==> src/rtl/decode_queue.sv <==
// decode_queue: RV32IMA decoder feeding a DEPTH-entry FIFO between fetch and execute.
// Define DECODE_ILLEGAL_CHECK_EN to build the strict illegal-instruction check.
module decode_queue #(
  parameter int DEPTH = 4,
  localparam int PTR_W = $clog2(DEPTH)
) (
  input  logic             clk,
  input  logic             rstn,
  input  logic             flush,
  input  logic             in_valid,
  output logic             in_ready,
  input  logic [31:0]      in_pc,
  input  logic [31:0]      in_instr,
  output logic             out_valid,
  input  logic             out_ready,
  output logic [31:0]      out_pc,
  output logic [2:0]       out_fmt,
  output logic [6:0]       out_opcode,
  output logic [2:0]       out_funct3,
  output logic [6:0]       out_funct7,
  output logic [4:0]       out_rd,
  output logic [4:0]       out_rs1,
  output logic [4:0]       out_rs2,
  output logic [31:0]      out_imm,
  output logic             out_writes_reg,
  output logic             out_is_load,
  output logic             out_is_store,
  output logic             out_is_branch,
  output logic             out_illegal,
  output logic [PTR_W:0]   count
);

  localparam logic [6:0] OPC_OP     = 7'b0110011;
  localparam logic [6:0] OPC_AMO    = 7'b0101111;
  localparam logic [6:0] OPC_JALR   = 7'b1100111;
  localparam logic [6:0] OPC_LOAD   = 7'b0000011;
  localparam logic [6:0] OPC_OPIMM  = 7'b0010011;
  localparam logic [6:0] OPC_FENCE  = 7'b0001111;
  localparam logic [6:0] OPC_SYSTEM = 7'b1110011;
  localparam logic [6:0] OPC_STORE  = 7'b0100011;
  localparam logic [6:0] OPC_BRANCH = 7'b1100011;
  localparam logic [6:0] OPC_LUI    = 7'b0110111;
  localparam logic [6:0] OPC_AUIPC  = 7'b0010111;
  localparam logic [6:0] OPC_JAL    = 7'b1101111;

  typedef enum logic [2:0] {
    FMT_NONE = 3'd0,
    FMT_R    = 3'd1,
    FMT_I    = 3'd2,
    FMT_S    = 3'd3,
    FMT_B    = 3'd4,
    FMT_U    = 3'd5,
    FMT_J    = 3'd6
  } fmt_e;

  typedef struct packed {
    logic [31:0] pc;
    fmt_e        fmt;
    logic [6:0]  opcode;
    logic [2:0]  funct3;
    logic [6:0]  funct7;
    logic [4:0]  rd;
    logic [4:0]  rs1;
    logic [4:0]  rs2;
    logic [31:0] imm;
    logic        writes_reg;
    logic        is_load;
    logic        is_store;
    logic        is_branch;
    logic        illegal;
  } entry_t;

  logic [6:0] opc;
  logic [2:0] f3;
  logic [6:0] f7;
  logic       dec_illegal;
  entry_t     dec;

  assign opc = in_instr[6:0];
  assign f3  = in_instr[14:12];
  assign f7  = in_instr[31:25];

  always_comb begin
    dec        = '0;
    dec.pc     = in_pc;
    dec.opcode = opc;
    dec.funct3 = f3;
    dec.funct7 = f7;
    case (opc)
      OPC_OP, OPC_AMO:                                        dec.fmt = FMT_R;
      OPC_JALR, OPC_LOAD, OPC_OPIMM, OPC_FENCE, OPC_SYSTEM:   dec.fmt = FMT_I;
      OPC_STORE:                                              dec.fmt = FMT_S;
      OPC_BRANCH:                                             dec.fmt = FMT_B;
      OPC_LUI, OPC_AUIPC:                                     dec.fmt = FMT_U;
      OPC_JAL:                                                dec.fmt = FMT_J;
      default:                                                dec.fmt = FMT_NONE;
    endcase
    case (dec.fmt)
      FMT_R: begin
        dec.rd  = in_instr[11:7];
        dec.rs1 = in_instr[19:15];
        dec.rs2 = in_instr[24:20];
      end
      FMT_I: begin
        dec.rd  = in_instr[11:7];
        dec.rs1 = in_instr[19:15];
        dec.imm = {{20{in_instr[31]}}, in_instr[31:20]};
      end
      FMT_S: begin
        dec.rs1 = in_instr[19:15];
        dec.rs2 = in_instr[24:20];
        dec.imm = {{20{in_instr[31]}}, in_instr[31:25], in_instr[11:7]};
      end
      FMT_B: begin
        dec.rs1 = in_instr[19:15];
        dec.rs2 = in_instr[24:20];
        dec.imm = {{19{in_instr[31]}}, in_instr[31], in_instr[7], in_instr[30:25], in_instr[11:8], 1'b0};
      end
      FMT_U: begin
        dec.rd  = in_instr[11:7];
        dec.imm = {in_instr[31:12], 12'b0};
      end
      FMT_J: begin
        dec.rd  = in_instr[11:7];
        dec.imm = {{11{in_instr[31]}}, in_instr[31], in_instr[19:12], in_instr[20], in_instr[30:21], 1'b0};
      end
      default: ;
    endcase
    // SYSTEM with funct3=0 covers ecall/ebreak/xret/wfi/sfence.vma: none write rd
    dec.illegal    = dec_illegal;
    dec.writes_reg = (dec.rd != 5'd0) && (opc != OPC_FENCE) &&
                     !((opc == OPC_SYSTEM) && (f3 == 3'b000)) && !dec_illegal;
    dec.is_load    = (opc == OPC_LOAD) && (f3 != 3'b011) && (f3[2:1] != 2'b11) && !dec_illegal;
    dec.is_store   = (opc == OPC_STORE) && !f3[2] && (f3 != 3'b011) && !dec_illegal;
    dec.is_branch  = (opc == OPC_BRANCH) && (f3[2:1] != 2'b01) && !dec_illegal;
  end

`ifdef DECODE_ILLEGAL_CHECK_EN
  logic legal;

  always_comb begin
    legal = 1'b0;
    case (opc)
      OPC_OP: legal = (f7 == 7'b0000000) || (f7 == 7'b0000001) ||
                      ((f7 == 7'b0100000) && ((f3 == 3'b000) || (f3 == 3'b101)));
      OPC_AMO: begin
        if (f3 == 3'b010) begin
          case (in_instr[31:27])
            5'b00010: legal = (in_instr[24:20] == 5'd0);
            5'b00011, 5'b00001, 5'b00000, 5'b00100, 5'b01100,
            5'b01000, 5'b10000, 5'b10100, 5'b11000, 5'b11100: legal = 1'b1;
            default: legal = 1'b0;
          endcase
        end
      end
      OPC_JALR:   legal = (f3 == 3'b000);
      OPC_LOAD:   legal = (f3 != 3'b011) && (f3[2:1] != 2'b11);
      OPC_OPIMM: begin
        if (f3 == 3'b001)      legal = (f7 == 7'b0000000);
        else if (f3 == 3'b101) legal = (f7 == 7'b0000000) || (f7 == 7'b0100000);
        else                   legal = 1'b1;
      end
      OPC_FENCE:  legal = (f3[2:1] == 2'b00);
      OPC_SYSTEM: begin
        if (f3 == 3'b000)
          legal = (in_instr == 32'h0000_0073) || (in_instr == 32'h0010_0073) ||
                  (in_instr == 32'h1020_0073) || (in_instr == 32'h3020_0073) ||
                  (in_instr == 32'h1050_0073) ||
                  ((f7 == 7'b0001001) && (in_instr[11:7] == 5'd0));
        else
          legal = (f3 != 3'b100);
      end
      OPC_STORE:  legal = !f3[2] && (f3 != 3'b011);
      OPC_BRANCH: legal = (f3[2:1] != 2'b01);
      OPC_LUI, OPC_AUIPC, OPC_JAL: legal = 1'b1;
      default:    legal = 1'b0;
    endcase
  end

  assign dec_illegal = ~legal;
`else
  assign dec_illegal = 1'b0;
`endif

  logic [PTR_W-1:0] rd_ptr_q, rd_ptr_d;
  logic [PTR_W-1:0] wr_ptr_q, wr_ptr_d;
  logic [PTR_W:0]   count_q, count_d;
  logic             push, pop;
  entry_t           mem_q [DEPTH];
  entry_t           head;

  assign in_ready  = (count_q < (PTR_W+1)'(DEPTH));
  assign out_valid = (count_q != '0);
  assign push      = in_valid & in_ready;
  assign pop       = out_valid & out_ready;

  always_comb begin
    rd_ptr_d = rd_ptr_q;
    wr_ptr_d = wr_ptr_q;
    count_d  = count_q;
    if (flush) begin
      rd_ptr_d = '0;
      wr_ptr_d = '0;
      count_d  = '0;
    end else begin
      if (push) wr_ptr_d = wr_ptr_q + PTR_W'(1);
      if (pop)  rd_ptr_d = rd_ptr_q + PTR_W'(1);
      case ({push, pop})
        2'b10:   count_d = count_q + (PTR_W+1)'(1);
        2'b01:   count_d = count_q - (PTR_W+1)'(1);
        default: count_d = count_q;
      endcase
    end
  end

  always_ff @(posedge clk) begin
    if (!rstn) begin
      rd_ptr_q <= '0;
      wr_ptr_q <= '0;
      count_q  <= '0;
    end else begin
      rd_ptr_q <= rd_ptr_d;
      wr_ptr_q <= wr_ptr_d;
      count_q  <= count_d;
    end
  end

  // Payload storage is not reset; occupancy alone qualifies it
  always_ff @(posedge clk) begin
    if (push && !flush) mem_q[wr_ptr_q] <= dec;
  end

  assign head           = mem_q[rd_ptr_q];
  assign out_pc         = head.pc;
  assign out_fmt        = head.fmt;
  assign out_opcode     = head.opcode;
  assign out_funct3     = head.funct3;
  assign out_funct7     = head.funct7;
  assign out_rd         = head.rd;
  assign out_rs1        = head.rs1;
  assign out_rs2        = head.rs2;
  assign out_imm        = head.imm;
  assign out_writes_reg = head.writes_reg;
  assign out_is_load    = head.is_load;
  assign out_is_store   = head.is_store;
  assign out_is_branch  = head.is_branch;
  assign out_illegal    = head.illegal;
  assign count          = count_q;

endmodule

==> config.mk <==
export PLATFORM = sky130hd
export DESIGN_NAME = decode_queue
export DESIGN_NICKNAME = d
export VERILOG_FILES = /design/src/rtl/decode_queue.sv
export SDC_FILE = /design/constraint.sdc
export NUM_CORES = 1
export LEC_CHECK = 0
export ABC_AREA = 1
export BUFFER_PORTS_ARGS = -buffer_cell sky130_fd_sc_hd__buf_4
export CAP_MARGIN = 20
export CORE_ASPECT_RATIO = 0.9
export CORE_MARGIN = 4
export CORE_UTILIZATION = 27
export CTS_CLUSTER_DIAMETER = 80
export DETAILED_ROUTE_END_ITERATION = 8
export PLACE_DENSITY = 0.42
export SLEW_MARGIN = 20
export SYNTH_ARGS = -nofsm -noshare
export SYNTH_HDL_FRONTEND = slang
export SYNTH_SLANG_ARGS = --single-unit
==> constraint.sdc <==
create_clock -name clk -period 8.14 [get_ports clk]
set_input_delay 1.221 -clock clk [delete_from_list [all_inputs] [get_ports clk]]
set_output_delay 1.221 -clock clk [all_outputs]
set_load 0.005 [all_outputs]
* Word level (Yosys, flattened, before mapping)
Memories as Yosys holds them, arrays and structs flattened. A register that Yosys moved wholly into a read port is not among the register bits. Cells that the tools add are included.
Storage, ports and cells: register bits after elaboration 7, latch bits 0, bits in writable memories 412, ROM bits 0, output and inout bits 109, word-level logic and storage cells 69, memories kept 1
Memory list:
- mem_q | depth 4, bits a word 103, rd ports 1, clocked after memory_dff 1, wr ports 1, RTL line 189 | entry_t mem_q [DEPTH];
Cells by class: add/sub/neg operators 4, multipliers 0, div/mod/pow operators 0, $lt $le $gt $ge 1, equality and inequality tests 24, shift-type cells 0, mux-type cells 10, bitwise logic cells 3, reductions and logical operators 23
Operator list (count):
- $pmux 32 s5 | 1
- $eq 7x6->1 const B | 4
- $eq 7x7->1 const B | 4
- $pmux 3 s6 | 1
- $mux 5 | 3
- $eq 7x5->1 const B | 2
- $eq 3x3->1 const B | 3
- $logic_and 1x1->1 | 9
- $reduce_or 4->1 | 2
- $eq 7x2->1 const B | 1
- $eq 7x4->1 const B | 1
- $ne 7x4->1 const B | 1
- $eq 3x2->1 const B | 2
- $pmux 3 s2 | 1
- $reduce_or 2->1 | 3
- $reduce_bool 5->1 | 1
- $reduce_or 5->1 | 1
- $add 2x1->2 const B | 2
- $mux 2 | 2
- $add 3x1->3 const B | 1
- $eq 3x1->1 const B | 1
- $logic_not 1->1 | 3
- $logic_not 3->1 | 1
- $lt 3x3->1 const B | 1
- other kinds (12) | 14

* Longest topological paths before layout
word-level depth 9, depth in mapped cells 14, depth with buffers taken out 13

* Least setup slack after synthesis
OpenSTA, ideal clock, no wires.
path type input-to-reg, from in in_valid, to mem mem_q[0][0] (netlist name) (enable), library setup time 566 ps, arrival 5778 ps, data required time 7574 ps, slack 1796 ps, stages on the path 4, buffers on the path 0, path through nand2_1 > inv_1 > nand2_1 > nor2_1
Between the ends: longest elaborated chain between the ends 4
Ends and longest elaborated chain:
- start: declaration | RTL line 10 | input logic in_valid,
- $and 1x1->1 | RTL line 194 | assign push = in_valid & in_ready;
- $logic_and 1x1->1 | RTL line 230 | if (push && !flush) mem_q[wr_ptr_q] <= dec;
- $mux 1 | RTL line 230
- $mux 1 (implied by the code) | RTL line 230
- end: declaration | RTL line 189
Every way passes these cells.

==> flow_summary.toml <==
[sta]
tightestPinTransition_ns = 1.032
relSlewSlack_pct = 31.23
fin_crit_sh_pct = 57.77
finalMaxSlewViolations = 0
fmax_ghz = 0.2127
clock_skew_ns = 0.009092
fin_crit_ns = 4.702
final_hold_viol_count = 0
grt_setup_unrepaired = "false"
finalSetupTns_ns = 0
finalSetupViolations = 0

[logic_synthesis]
syn_avg_cell_area_um2 = 13.44
yosysTopAreaCellShare_pct = 74.66
synth_mux_area_share_pct = 0
synth_seq_cells = 421
synth_area_leader_cell = "edfxtp_1"
synth-async-reset-ratio_pct = 0
synth_compound_area_share_pct = 11.73
synth_cell_type_count = 37
syn_inst = 1233
yosys_warnings = 0
synth_fa_ha_area_share_pct = 0.8004
synth_xor_area_share_pct = 0
synth-simple-area-share_pct = 8.343
yosysSeqAreaShare_pct = 75.75
synthTopCellsByArea = "edfxtp_1, o21ai_0, nor2_1, o22ai_1, clkbuf_1"
netlist_area_um2 = 16570
synth-edff-count = 412
ys.flop_type = "edfxtp_1"
syn_nets = 1312
synth_top_family_by_area = "compound AO/OA/AOI/OAI gates"

[clock_tree]
cts_buffers = 48
clkSinkCount = 421
ctsResizeCount = 0
clk_latency_ns = 0.57
cts_tree = "done"
clkTransAtPathRegs_ns = 0.06
holdBufCountCts = 0
cts_setup_buffers = 0
cts_root_buf = "clkbuf_16"
htreeDepth = 2
cts_buffer_depth = 3

[pwr]
comb_power_share_pct = 5.2
p_clk_share_pct = 44.4
p_sw_share_pct = 21.07
cell_internal_pwr_w = 0.003793
power_switching_w = 0.001012
p_per_area_nw_per_um2 = 237.7
leakagePower_nw = 7.396
sequentialPowerShare_pct = 50.4
vdd_drop_max_mv = 0.1271

[global_routing]
grt_pass1_vias = 9804
grt_max_degree = 126
grt_usage_pct = 13.64
grt_pass1_wl_mm = 67.95
globalRouteOverflowTotal = 0
grt_antenna_before_repair = 1

[outcome]
outcome = "finished, final reports clean"

[route]
wl_met2_mm = 20.88
drt-met1-wl_mm = 22.07
routed_via_density = 4.631
wire_per_inst_um = 20.76
dr_total_vias = 10260
wl_met3_mm = 2.255
drc = 0
dr.pass1.iters = 4
wl_mm = 46.00
top_layer_used = "met4"
antenna_left = 0
drt-initial-drc-count = 698

[final_layout]
drive_above_1_share_pct = 20.32
nFillCells = 5912
final_nets = 1472
area_growth_pct = 21.98
utilization_pct = 33.52

[die]
die_y_um = 243.0
initial_core_util_pct = 27.48
placement_rows = 85
core_um2 = 60300
ios = 178
die_width_um = 269.1
dieArea_um2 = 65410

[worst_setup_path]
cp-start-kind = "register"
critPathMaxFanout = 125
worst_r2r_path_depth = 7
required_ns = 6.92
crit_arrival_ns = 3.48
crit_type = "register to output port"
cp-end-kind = "output port"

[placed_design]
hpwl_mm = 26.48
finalWeightedCongestion = 0.7254
port_buffers = 176

[min_path]
holdPathStages = 2
worst_hold_path_type = "register to register"

[run]
maxCapViolCount = 0
==> through the flow <==
stage | hold slack [ns] | setup WS, ns | std cells | instance area [µm²] | power, W
after floorplan | 0.4655 | 1.796 | 1233 | 16570 | 0.002576
after global placement | 0.4680 | 3.979 | 2126 | 18650 | 0.002726
after detailed placement | 0.4738 | 3.941 | 2126 | 18650 | 0.002727
after CTS | 0.4833 | 3.310 | 2215 | 20210 | 0.004890
after global routing | 0.5231 | 3.108 | 2215 | 20210 | 0.005008
final | 0.4755 | 3.438 | 2216 | 20210 | 0.004805
==> kinds of logic after synthesis <==
kind of cell	count (synthesis)
buffers and inverters	125
DFF	421
other	1
adders and majority gates	10
and+or+nand+nor	330
AOI/OAI and AO/OA	346
==> cells in the final DEF (no fill, tap or decap), types with 15 or more instances in the layout <==
cell type,instances
edfxtp_1,412
nor2_1,224
o21ai_0,210
buf_4,185
o22ai_1,103
nand2_1,51
clkbuf_16,49
inv_1,42
nand3_1,26
clkinv_1,15
==> worst max-delay path, stage by stage, from the launching register on <==
cell and delay (ns):
dfxtp_4 0.54, inv_6 0.74, buf_4 0.80, o21ai_0 0.16
o22ai_1 0.37, buf_4 0.19
==> cells in the mapped netlist, types with 2 or more instances <==
| library cell | n |
|---|---|
| a21boi_0 | 4 |
| edfxtp_1 | 412 |
| o211ai_1 | 9 |
| a211oi_1 | 3 |
| nand3_1 | 26 |
| o21ai_2 | 5 |
| nand2_1 | 51 |
| buf_2 | 6 |
| buf_4 | 14 |
| dfxtp_1 | 9 |
| o22ai_1 | 103 |
| buf_6 | 3 |
| o21ai_0 | 210 |
| and3_1 | 2 |
| nor3_1 | 2 |
| nand3_2 | 4 |
| nor2_1 | 228 |
| inv_1 | 43 |
| clkbuf_2 | 3 |
| nand2_2 | 3 |
| nor3b_1 | 3 |
| a21oi_2 | 6 |
| inv_2 | 5 |
| nand2_4 | 2 |
| nand4_1 | 3 |
| clkbuf_1 | 51 |
| ha_1 | 9 |
| a21oi_1 | 5 |
==> flip-flops by register name, indices dropped and copies added (netlist names), named ones only <==
register,count
wr_ptr_q,2
count,3
mem_q,412
rd_ptr_q,2
==> area by class of cell <==
type	instances	area, µm²	area share, %
Multi-Input combinational cell	687	3493	17.28
Tap cell	783	979.7	4.847
Clock inverter	33	310.3	1.535
Clock buffer	56	1252	6.196
Sequential cell	421	12560	62.14
Inverter	48	186.4	0.9223
Timing Repair Buffer	187	1429	7.069
Antenna cell	1	2.502	0.01238
==> power by group through the flow <==
stage / sequential (W) / combinational, W / clock, W
after floorplan: 0.00247 / 0.000107 / 0
after global routing: 0.00242 / 0.000278 / 0.00231
final: 0.00242 / 0.000252 / 0.00213
after detailed placement: 0.00247 / 0.000260 / 0
after global placement: 0.00247 / 0.000259 / 0
after CTS: 0.00242 / 0.000260 / 0.00221
==> metal layers <==
layer	up-vias	GRT usage [%]
met5	-	0
met1	5099	19.78
met2	216	20.94
met3	56	2.814
li1	4891	-
met4	0	3.480
==> worst paths after layout <==
kind / startpoint / endpoint / slack, ns
hold / removal: count[0] / count[0] / 0.48
setup / recovery: register / out_funct3[2] / 3.44
hold reg to reg: count[0] / count[0] / 0.48
setup reg to reg: count[2] / mem_q[3][12] / 5.18
(Power assumes the default switching activity.)
